`config.mk`:
```
export PLATFORM = sky130hd
export DESIGN_NAME = branch_unit_flat
export DESIGN_NICKNAME = d
export VERILOG_FILES = /design/src/rtl/branch_if.sv /design/src/rtl/branch_unit.sv /design/src/flat_wrapper.sv
export SDC_FILE = /design/constraint.sdc
export NUM_CORES = 1
export LEC_CHECK = 0
export ABC_AREA = 1
export CAP_MARGIN = 5
export CORE_MARGIN = 2
export CORE_UTILIZATION = 45
export CTS_CLUSTER_DIAMETER = 120
export DETAILED_ROUTE_END_ITERATION = 10
export DONT_BUFFER_PORTS = 1
export PLACE_DENSITY_LB_ADDON = 0.2
export SKIP_CTS_REPAIR_TIMING = 1
export SYNTH_ARGS = -nofsm -noshare
export SYNTH_HDL_FRONTEND = slang
export SYNTH_SLANG_ARGS = --single-unit
```
`constraint.sdc`:
```
create_clock -name clk -period 2.2 [get_ports clk]
set_input_delay 0.33 -clock clk [delete_from_list [all_inputs] [get_ports clk]]
set_output_delay 0.33 -clock clk [all_outputs]
set_load 0.02 [all_outputs]
```
`src/rtl/branch_if.sv`:
```
// Branch request / PC-load bundle between the issue stage and branch_unit.
//   master : the requester. It drives br_valid, br_cond, br_target,
//            br_value, pc_cur and stats_clr, and samples the results.
//   slave  : branch_unit. It drives br_ready, pc_load, pc_target,
//            link_addr, flush, taken_cnt and nottaken_cnt.
interface branch_if #(
  parameter int DATA_W = 8,
  parameter int CNT_W  = 16
);
  logic              br_valid;
  logic              br_ready;
  logic [2:0]        br_cond;
  logic [DATA_W-1:0] br_target;
  logic [DATA_W-1:0] br_value;
  logic [DATA_W-1:0] pc_cur;
  logic              pc_load;
  logic [DATA_W-1:0] pc_target;
  logic [DATA_W-1:0] link_addr;
  logic              flush;
  logic              stats_clr;
  logic [CNT_W-1:0]  taken_cnt;
  logic [CNT_W-1:0]  nottaken_cnt;

  modport master (
    output br_valid, br_cond, br_target, br_value, pc_cur, stats_clr,
    input  br_ready, pc_load, pc_target, link_addr, flush, taken_cnt, nottaken_cnt
  );

  modport slave (
    input  br_valid, br_cond, br_target, br_value, pc_cur, stats_clr,
    output br_ready, pc_load, pc_target, link_addr, flush, taken_cnt, nottaken_cnt
  );
endinterface

```
`src/rtl/branch_unit.sv`:
```
// Registered branch-resolution unit.
// A request is accepted over br_valid/br_ready and held for one EVAL cycle,
// where the operand is compared against ANCHOR under one of eight condition
// codes. A taken branch produces a one-cycle pc_load pulse with the target
// and link address, followed by FLUSH_CYCLES cycles of flush. Saturating
// taken / not-taken counters are kept and can be cleared with stats_clr.
// Ports:
//   clk    : rising-edge clock
//   rst_n  : asynchronous active-low reset
//   bus    : branch_if slave modport (handshake, operands, PC-load, flush,
//            statistics)
module branch_unit #(
  parameter int                DATA_W       = 8,
  parameter logic [DATA_W-1:0] ANCHOR       = DATA_W'(8'hF0),
  parameter bit                SIGNED_CMP   = 1'b0,
  parameter int                FLUSH_CYCLES = 2,
  parameter int                CNT_W        = 16
) (
  input  logic    clk,
  input  logic    rst_n,
  branch_if.slave bus
);

  typedef enum logic [1:0] {
    IDLE  = 2'd0,
    EVAL  = 2'd1,
    FLUSH = 2'd2
  } state_e;

  localparam logic [3:0]       FLUSH_INIT = 4'(FLUSH_CYCLES);
  localparam logic [CNT_W-1:0] CNT_MAX    = '1;

  state_e            state_q, state_d;
  logic [2:0]        cond_q, cond_d;
  logic [DATA_W-1:0] target_q, target_d;
  logic [DATA_W-1:0] value_q, value_d;
  logic [DATA_W-1:0] pc_q, pc_d;
  logic [3:0]        fcnt_q, fcnt_d;
  logic              pc_load_q, pc_load_d;
  logic [DATA_W-1:0] pc_target_q, pc_target_d;
  logic [DATA_W-1:0] link_q, link_d;
  logic [CNT_W-1:0]  taken_q, taken_d;
  logic [CNT_W-1:0]  nottaken_q, nottaken_d;
  logic              taken;
  logic              accept;

  // Both operands are widened by one bit so a single signed comparison
  // serves both modes: sign-extend for signed, zero-extend for unsigned.
  function automatic logic cond_met(input logic [2:0]        c,
                                    input logic [DATA_W-1:0] v);
    logic signed [DATA_W:0] v_ext;
    logic signed [DATA_W:0] a_ext;
    logic                   eq;
    logic                   lt;
    v_ext    = SIGNED_CMP ? {v[DATA_W-1], v} : {1'b0, v};
    a_ext    = SIGNED_CMP ? {ANCHOR[DATA_W-1], ANCHOR} : {1'b0, ANCHOR};
    eq       = (v == ANCHOR);
    lt       = (v_ext < a_ext);
    cond_met = 1'b0;
    case (c)
      3'd0:    cond_met = 1'b0;
      3'd1:    cond_met = eq;
      3'd2:    cond_met = lt;
      3'd3:    cond_met = lt || eq;
      3'd4:    cond_met = 1'b1;
      3'd5:    cond_met = !eq;
      3'd6:    cond_met = !lt;
      3'd7:    cond_met = !(lt || eq);
      default: cond_met = 1'b0;
    endcase
  endfunction

  assign taken  = cond_met(cond_q, value_q);
  assign accept = bus.br_valid && (state_q == IDLE);

  // State register
  always_ff @(posedge clk or negedge rst_n) begin
    if (!rst_n) state_q <= IDLE;
    else        state_q <= state_d;
  end

  // Next-state logic
  always_comb begin
    state_d = state_q;
    case (state_q)
      IDLE:    if (accept) state_d = EVAL;
      EVAL:    state_d = (taken && (FLUSH_CYCLES != 0)) ? FLUSH : IDLE;
      // Leave on the last flush cycle; <= also covers a stray zero count.
      FLUSH:   if (fcnt_q <= 4'd1) state_d = IDLE;
      default: state_d = IDLE;
    endcase
  end

  // State-decoded outputs
  always_comb begin
    bus.br_ready = (state_q == IDLE);
    bus.flush    = (state_q == FLUSH);
  end

  // Operand capture, resolution results, flush counter and statistics
  always_comb begin
    cond_d      = cond_q;
    target_d    = target_q;
    value_d     = value_q;
    pc_d        = pc_q;
    fcnt_d      = fcnt_q;
    pc_load_d   = 1'b0;
    pc_target_d = pc_target_q;
    link_d      = link_q;
    taken_d     = taken_q;
    nottaken_d  = nottaken_q;

    if (accept) begin
      cond_d   = bus.br_cond;
      target_d = bus.br_target;
      value_d  = bus.br_value;
      pc_d     = bus.pc_cur;
    end

    if (state_q == FLUSH) fcnt_d = fcnt_q - 4'd1;

    if (state_q == EVAL) begin
      if (taken) begin
        pc_load_d   = 1'b1;
        pc_target_d = target_q;
        link_d      = pc_q + DATA_W'(1);
        fcnt_d      = FLUSH_INIT;
        if (taken_q != CNT_MAX) taken_d = taken_q + CNT_W'(1);
      end else if (nottaken_q != CNT_MAX) begin
        nottaken_d = nottaken_q + CNT_W'(1);
      end
    end

    // Clear takes priority over a same-edge increment.
    if (bus.stats_clr) begin
      taken_d    = '0;
      nottaken_d = '0;
    end
  end

  always_ff @(posedge clk or negedge rst_n) begin
    if (!rst_n) begin
      cond_q      <= '0;
      target_q    <= '0;
      value_q     <= '0;
      pc_q        <= '0;
      fcnt_q      <= '0;
      pc_load_q   <= 1'b0;
      pc_target_q <= '0;
      link_q      <= '0;
      taken_q     <= '0;
      nottaken_q  <= '0;
    end else begin
      cond_q      <= cond_d;
      target_q    <= target_d;
      value_q     <= value_d;
      pc_q        <= pc_d;
      fcnt_q      <= fcnt_d;
      pc_load_q   <= pc_load_d;
      pc_target_q <= pc_target_d;
      link_q      <= link_d;
      taken_q     <= taken_d;
      nottaken_q  <= nottaken_d;
    end
  end

  assign bus.pc_load      = pc_load_q;
  assign bus.pc_target    = pc_target_q;
  assign bus.link_addr    = link_q;
  assign bus.taken_cnt    = taken_q;
  assign bus.nottaken_cnt = nottaken_q;

endmodule

```
`src/flat_wrapper.sv`:
```
// flat-port wrapper written by rule: the top's interface ports become plain ports
module branch_unit_flat 
#(
  parameter int                DATA_W       = 8,
  parameter logic [DATA_W-1:0] ANCHOR       = DATA_W'(8'hF0),
  parameter bit                SIGNED_CMP   = 1'b0,
  parameter int                FLUSH_CYCLES = 2,
  parameter int                CNT_W        = 16
)
  (clk, rst_n, bus_br_valid, bus_br_cond, bus_br_target, bus_br_value, bus_pc_cur, bus_stats_clr, bus_br_ready, bus_pc_load, bus_pc_target, bus_link_addr, bus_flush, bus_taken_cnt, bus_nottaken_cnt);
  branch_if #(.DATA_W(DATA_W), .CNT_W(CNT_W)) bus_i ();
  input  logic clk;
  input  logic rst_n;
  input wire logic [$bits(bus_i.br_valid)-1:0] bus_br_valid;
  input wire logic [$bits(bus_i.br_cond)-1:0] bus_br_cond;
  input wire logic [$bits(bus_i.br_target)-1:0] bus_br_target;
  input wire logic [$bits(bus_i.br_value)-1:0] bus_br_value;
  input wire logic [$bits(bus_i.pc_cur)-1:0] bus_pc_cur;
  input wire logic [$bits(bus_i.stats_clr)-1:0] bus_stats_clr;
  output wire logic [$bits(bus_i.br_ready)-1:0] bus_br_ready;
  output wire logic [$bits(bus_i.pc_load)-1:0] bus_pc_load;
  output wire logic [$bits(bus_i.pc_target)-1:0] bus_pc_target;
  output wire logic [$bits(bus_i.link_addr)-1:0] bus_link_addr;
  output wire logic [$bits(bus_i.flush)-1:0] bus_flush;
  output wire logic [$bits(bus_i.taken_cnt)-1:0] bus_taken_cnt;
  output wire logic [$bits(bus_i.nottaken_cnt)-1:0] bus_nottaken_cnt;
  assign bus_i.br_valid = bus_br_valid;
  assign bus_i.br_cond = bus_br_cond;
  assign bus_i.br_target = bus_br_target;
  assign bus_i.br_value = bus_br_value;
  assign bus_i.pc_cur = bus_pc_cur;
  assign bus_i.stats_clr = bus_stats_clr;
  assign bus_br_ready = bus_i.br_ready;
  assign bus_pc_load = bus_i.pc_load;
  assign bus_pc_target = bus_i.pc_target;
  assign bus_link_addr = bus_i.link_addr;
  assign bus_flush = bus_i.flush;
  assign bus_taken_cnt = bus_i.taken_cnt;
  assign bus_nottaken_cnt = bus_i.nottaken_cnt;
  branch_unit #(.DATA_W(DATA_W), .ANCHOR(ANCHOR), .SIGNED_CMP(SIGNED_CMP), .FLUSH_CYCLES(FLUSH_CYCLES), .CNT_W(CNT_W)) u_core (.clk(clk), .rst_n(rst_n), .bus(bus_i));
endmodule
```
==> impl_metrics.ini <==
[place]
dpl_worst_slack_ns = 0.262
io_buffers = 0
dp_hpwl_mm = 7.18
gp_congestion = 0.859
place_area_um2 = 4650

[global_routing]
antenna_found_initial = 0
grt_pass1_wl_mm = 17.9
grt_max_degree = 83
grt-ovfl-total = 0
grt_usage_pct = 20.2
grt_pass1_vias = 3740

[critical_path]
cp_common_cell = nand2_1
start_kind = flip-flop
worstSetupPathType = flip-flop to flip-flop
critPathMaxStageDelay_ns = 0.40
crit_arrival_ns = 2.26
crit_chain = ha_1 -> nand2_1 -> nor2_1 -> nand3_1 -> nor2_1 -> nor2_2 -> nand3_4 -> nand2_4 -> nand2_1 -> nand2_1
critPathMaxFanout = 17
critPathRequiredTime_ns = 2.49
slowest_stage = dfrtp_1
end_kind = flip-flop

[logic_synthesis]
synth.largest_area_cell = dfrtp_1
ys.warnings.count = 0
syn_area_um2 = 4480
synth_area_leaders = dfrtp_1 (46%), nand2_1 (18%), nor2_1 (5.4%), nand3_1 (5.0%), xor2_1 (3.7%)
ys_async_sr_fraction_pct = 100
yosysMostFrequentCell = nand2_1
ys_types = 37
postSynthCellCount = 573
synth_nets = 609
synth-edff-count = 0
avgSynthCellArea_um2 = 7.82
ys_seq_area_share_pct = 45.8
ys.flop_type = dfrtp_1
synthTopCellsByCount = nand2_1 (214), dfrtp_1 (82), nor2_1 (64)
yosys_register_bits = 82
netlist.area_leader.share_pct = 45.8

[sta]
rsz0062_at_grt = no
fin_crit_sh_pct = 89.3
setup_viol_count_final = 0
slew_headroom_pct = 41.4
fmax_ghz = 0.509
drv_slew = 0
final-hold-violation-count = 82
setup_ws_ns = 0.235
fin_hold_ws_ns = -0.336
worst_pin_slew_ns = 0.874
finalCriticalPeriod_ns = 1.97
finalClockSkew_ns = 0.0112
fin_tns_setup_ns = 0

[power_and_ir_drop]
combPwrFrac_pct = 29.3
p_total_mw = 5.05
power_switching_mw = 2.05
p_leak_nw = 2.41
p_seq_share_pct = 47.5
pwr-share-clk_pct = 23.2
pwr_density_cell_nw_per_um2 = 1040
p_int_mw = 3.00
max-vdd-ir-drop_uv = 620
switching_share_pct = 40.6

[job]
maxCapViolCount = 0

[route]
drt_iter0_drc = 117
wl_mm = 10.3
drc = 0
num_vias = 3739
vias_per_cell = 5.19
post_drt_wl_per_cell_um = 14.3
postRouteAntennaNets = 0
drt_pre_antenna_iters = 4

[clocking]
clk_latency_ns = 0.36
cts_htree_levels = 3
cts_sinks = 82
clockBufferDepth = 2
cts_tree = yes
path_clk_slew_ns = 0.09
root_buffer = clkbuf_8
cts_buffers = 9

[cells_and_area]
final_area_um2 = 4860
drive_above_1_share_pct = 10.7
syn_to_final_growth_pct = 8.61
nets = 619
n_fill_cell = 989
multiInputGateArea_um2 = 2160
num_antenna_cells = 0
regArea_um2 = 2050

[floorplanning]
fp.dieW_um = 104
die_h_um = 104
rows = 36
ioPinCount = 82
start_util_pct = 46.0
coreArea_um2 = 9730
die_area_um2 = 10800

[outcome]
violations = negative hold slack
status = finished with violations

[hold_path]
hold_path.class = input port to async pin
==> path summary, 6_finish.rpt <==
check                                         endpoint  slack, ns                        from  cells after the start
max                        u_core.bus.nottaken_cnt[12]       0.23  u_core.bus.nottaken_cnt[0]                     10
min                            u_core.bus.taken_cnt[7]      -0.34                       rst_n                      0
max reg2reg                u_core.bus.nottaken_cnt[12]       0.23  u_core.bus.nottaken_cnt[0]                     10
min reg2reg                    u_core.bus.pc_target[2]       0.48          u_core.target_q[2]                      2
max in group asynchronous             u_core.cond_q[2]       2.36                       rst_n                      0
min in group clk                        u_core.pc_q[7]       0.08               bus_pc_cur[7]                      2
==> cells by family after synthesis <==
family,after synthesis,share of synthesized area (%)
simple gates,380,38.9
flops,82,45.8
fa+ha+maj,5,1.40
xor+xnor,23,4.50
compound gates,29,3.49
buf+inv,54,5.92
==> final cells by class <==
class	count	share of cell area [%]
clock buffers	10	2.83
clock inverters	6	1.49
inverters	34	2.70
multi-input cells	437	44.4
flip-flops and latches	82	42.2
well taps	133	3.42
repair buffers	19	2.93
==> worst max-delay path: cells and delay by family, from the launching register on <==
family        cells  cell delay, ns
fa+ha+maj         1            0.21
flops             1            0.40
simple gates      9            1.30
==> flip-flops by register name (all words and copies together) (netlist names) <==
name	count
u_core.cond_q	3
u_core.state_q	2
u_core.bus.pc_target	8
u_core.target_q	8
u_core.bus.pc_load	1
u_core.value_q	8
u_core.fcnt_q	4
u_core.pc_q	8
u_core.bus.nottaken_cnt	16
u_core.bus.link_addr	8
u_core.bus.taken_cnt	16
==> power groups by stage <==
stage / Combinational (mW) / Sequential (mW) / Clock [mW]
finish: 1.48 / 2.40 / 1.17
global route: 1.72 / 2.46 / 1.27
CTS: 1.51 / 2.40 / 1.21
detailed placement: 1.50 / 2.43 / 0
global placement: 1.47 / 2.41 / 0
floorplan: 1.18 / 2.41 / 0
==> layout by cell type (no fill, tap or decap), types with 3 or more instances in the layout <==
master / count
nand2_1: 214
dfrtp_1: 82
nor2_1: 64
nand3_1: 45
inv_1: 29
nand4_1: 23
xor2_1: 19
buf_4: 19
o21ai_0: 18
clkbuf_8: 10
nor3_1: 7
a21oi_1: 6
nand3_4: 5
nand3_2: 5
ha_1: 5
nor2_2: 4
xnor2_1: 4
nor2_4: 3
==> routing by layer <==
layer	GRT usage (%)	part of all wire (%)	wire length [um]
met1	26.0	43	4460
met5	0	0	0
met3	4.91	6.8	699
met4	7.72	1.6	167
met2	33.1	48	4960
==> through the flow <==
| stage | utilization, % | hold slack, ns | std cells |
|---|---|---|---|
| 5_1_grt | 50.0 | -0.363 | 721 |
| 6_report | 50.0 | -0.336 | 721 |
| 2_1_floorplan | - | 0.0344 | 573 |
| 4_1_cts | 50.0 | -0.359 | 721 |
| 3_3_place_gp | 47.8 | 0.0365 | 705 |
| 3_5_place_dp | 47.8 | 0.0367 | 705 |
No activity file was read; power rests on OpenSTA's default activity.
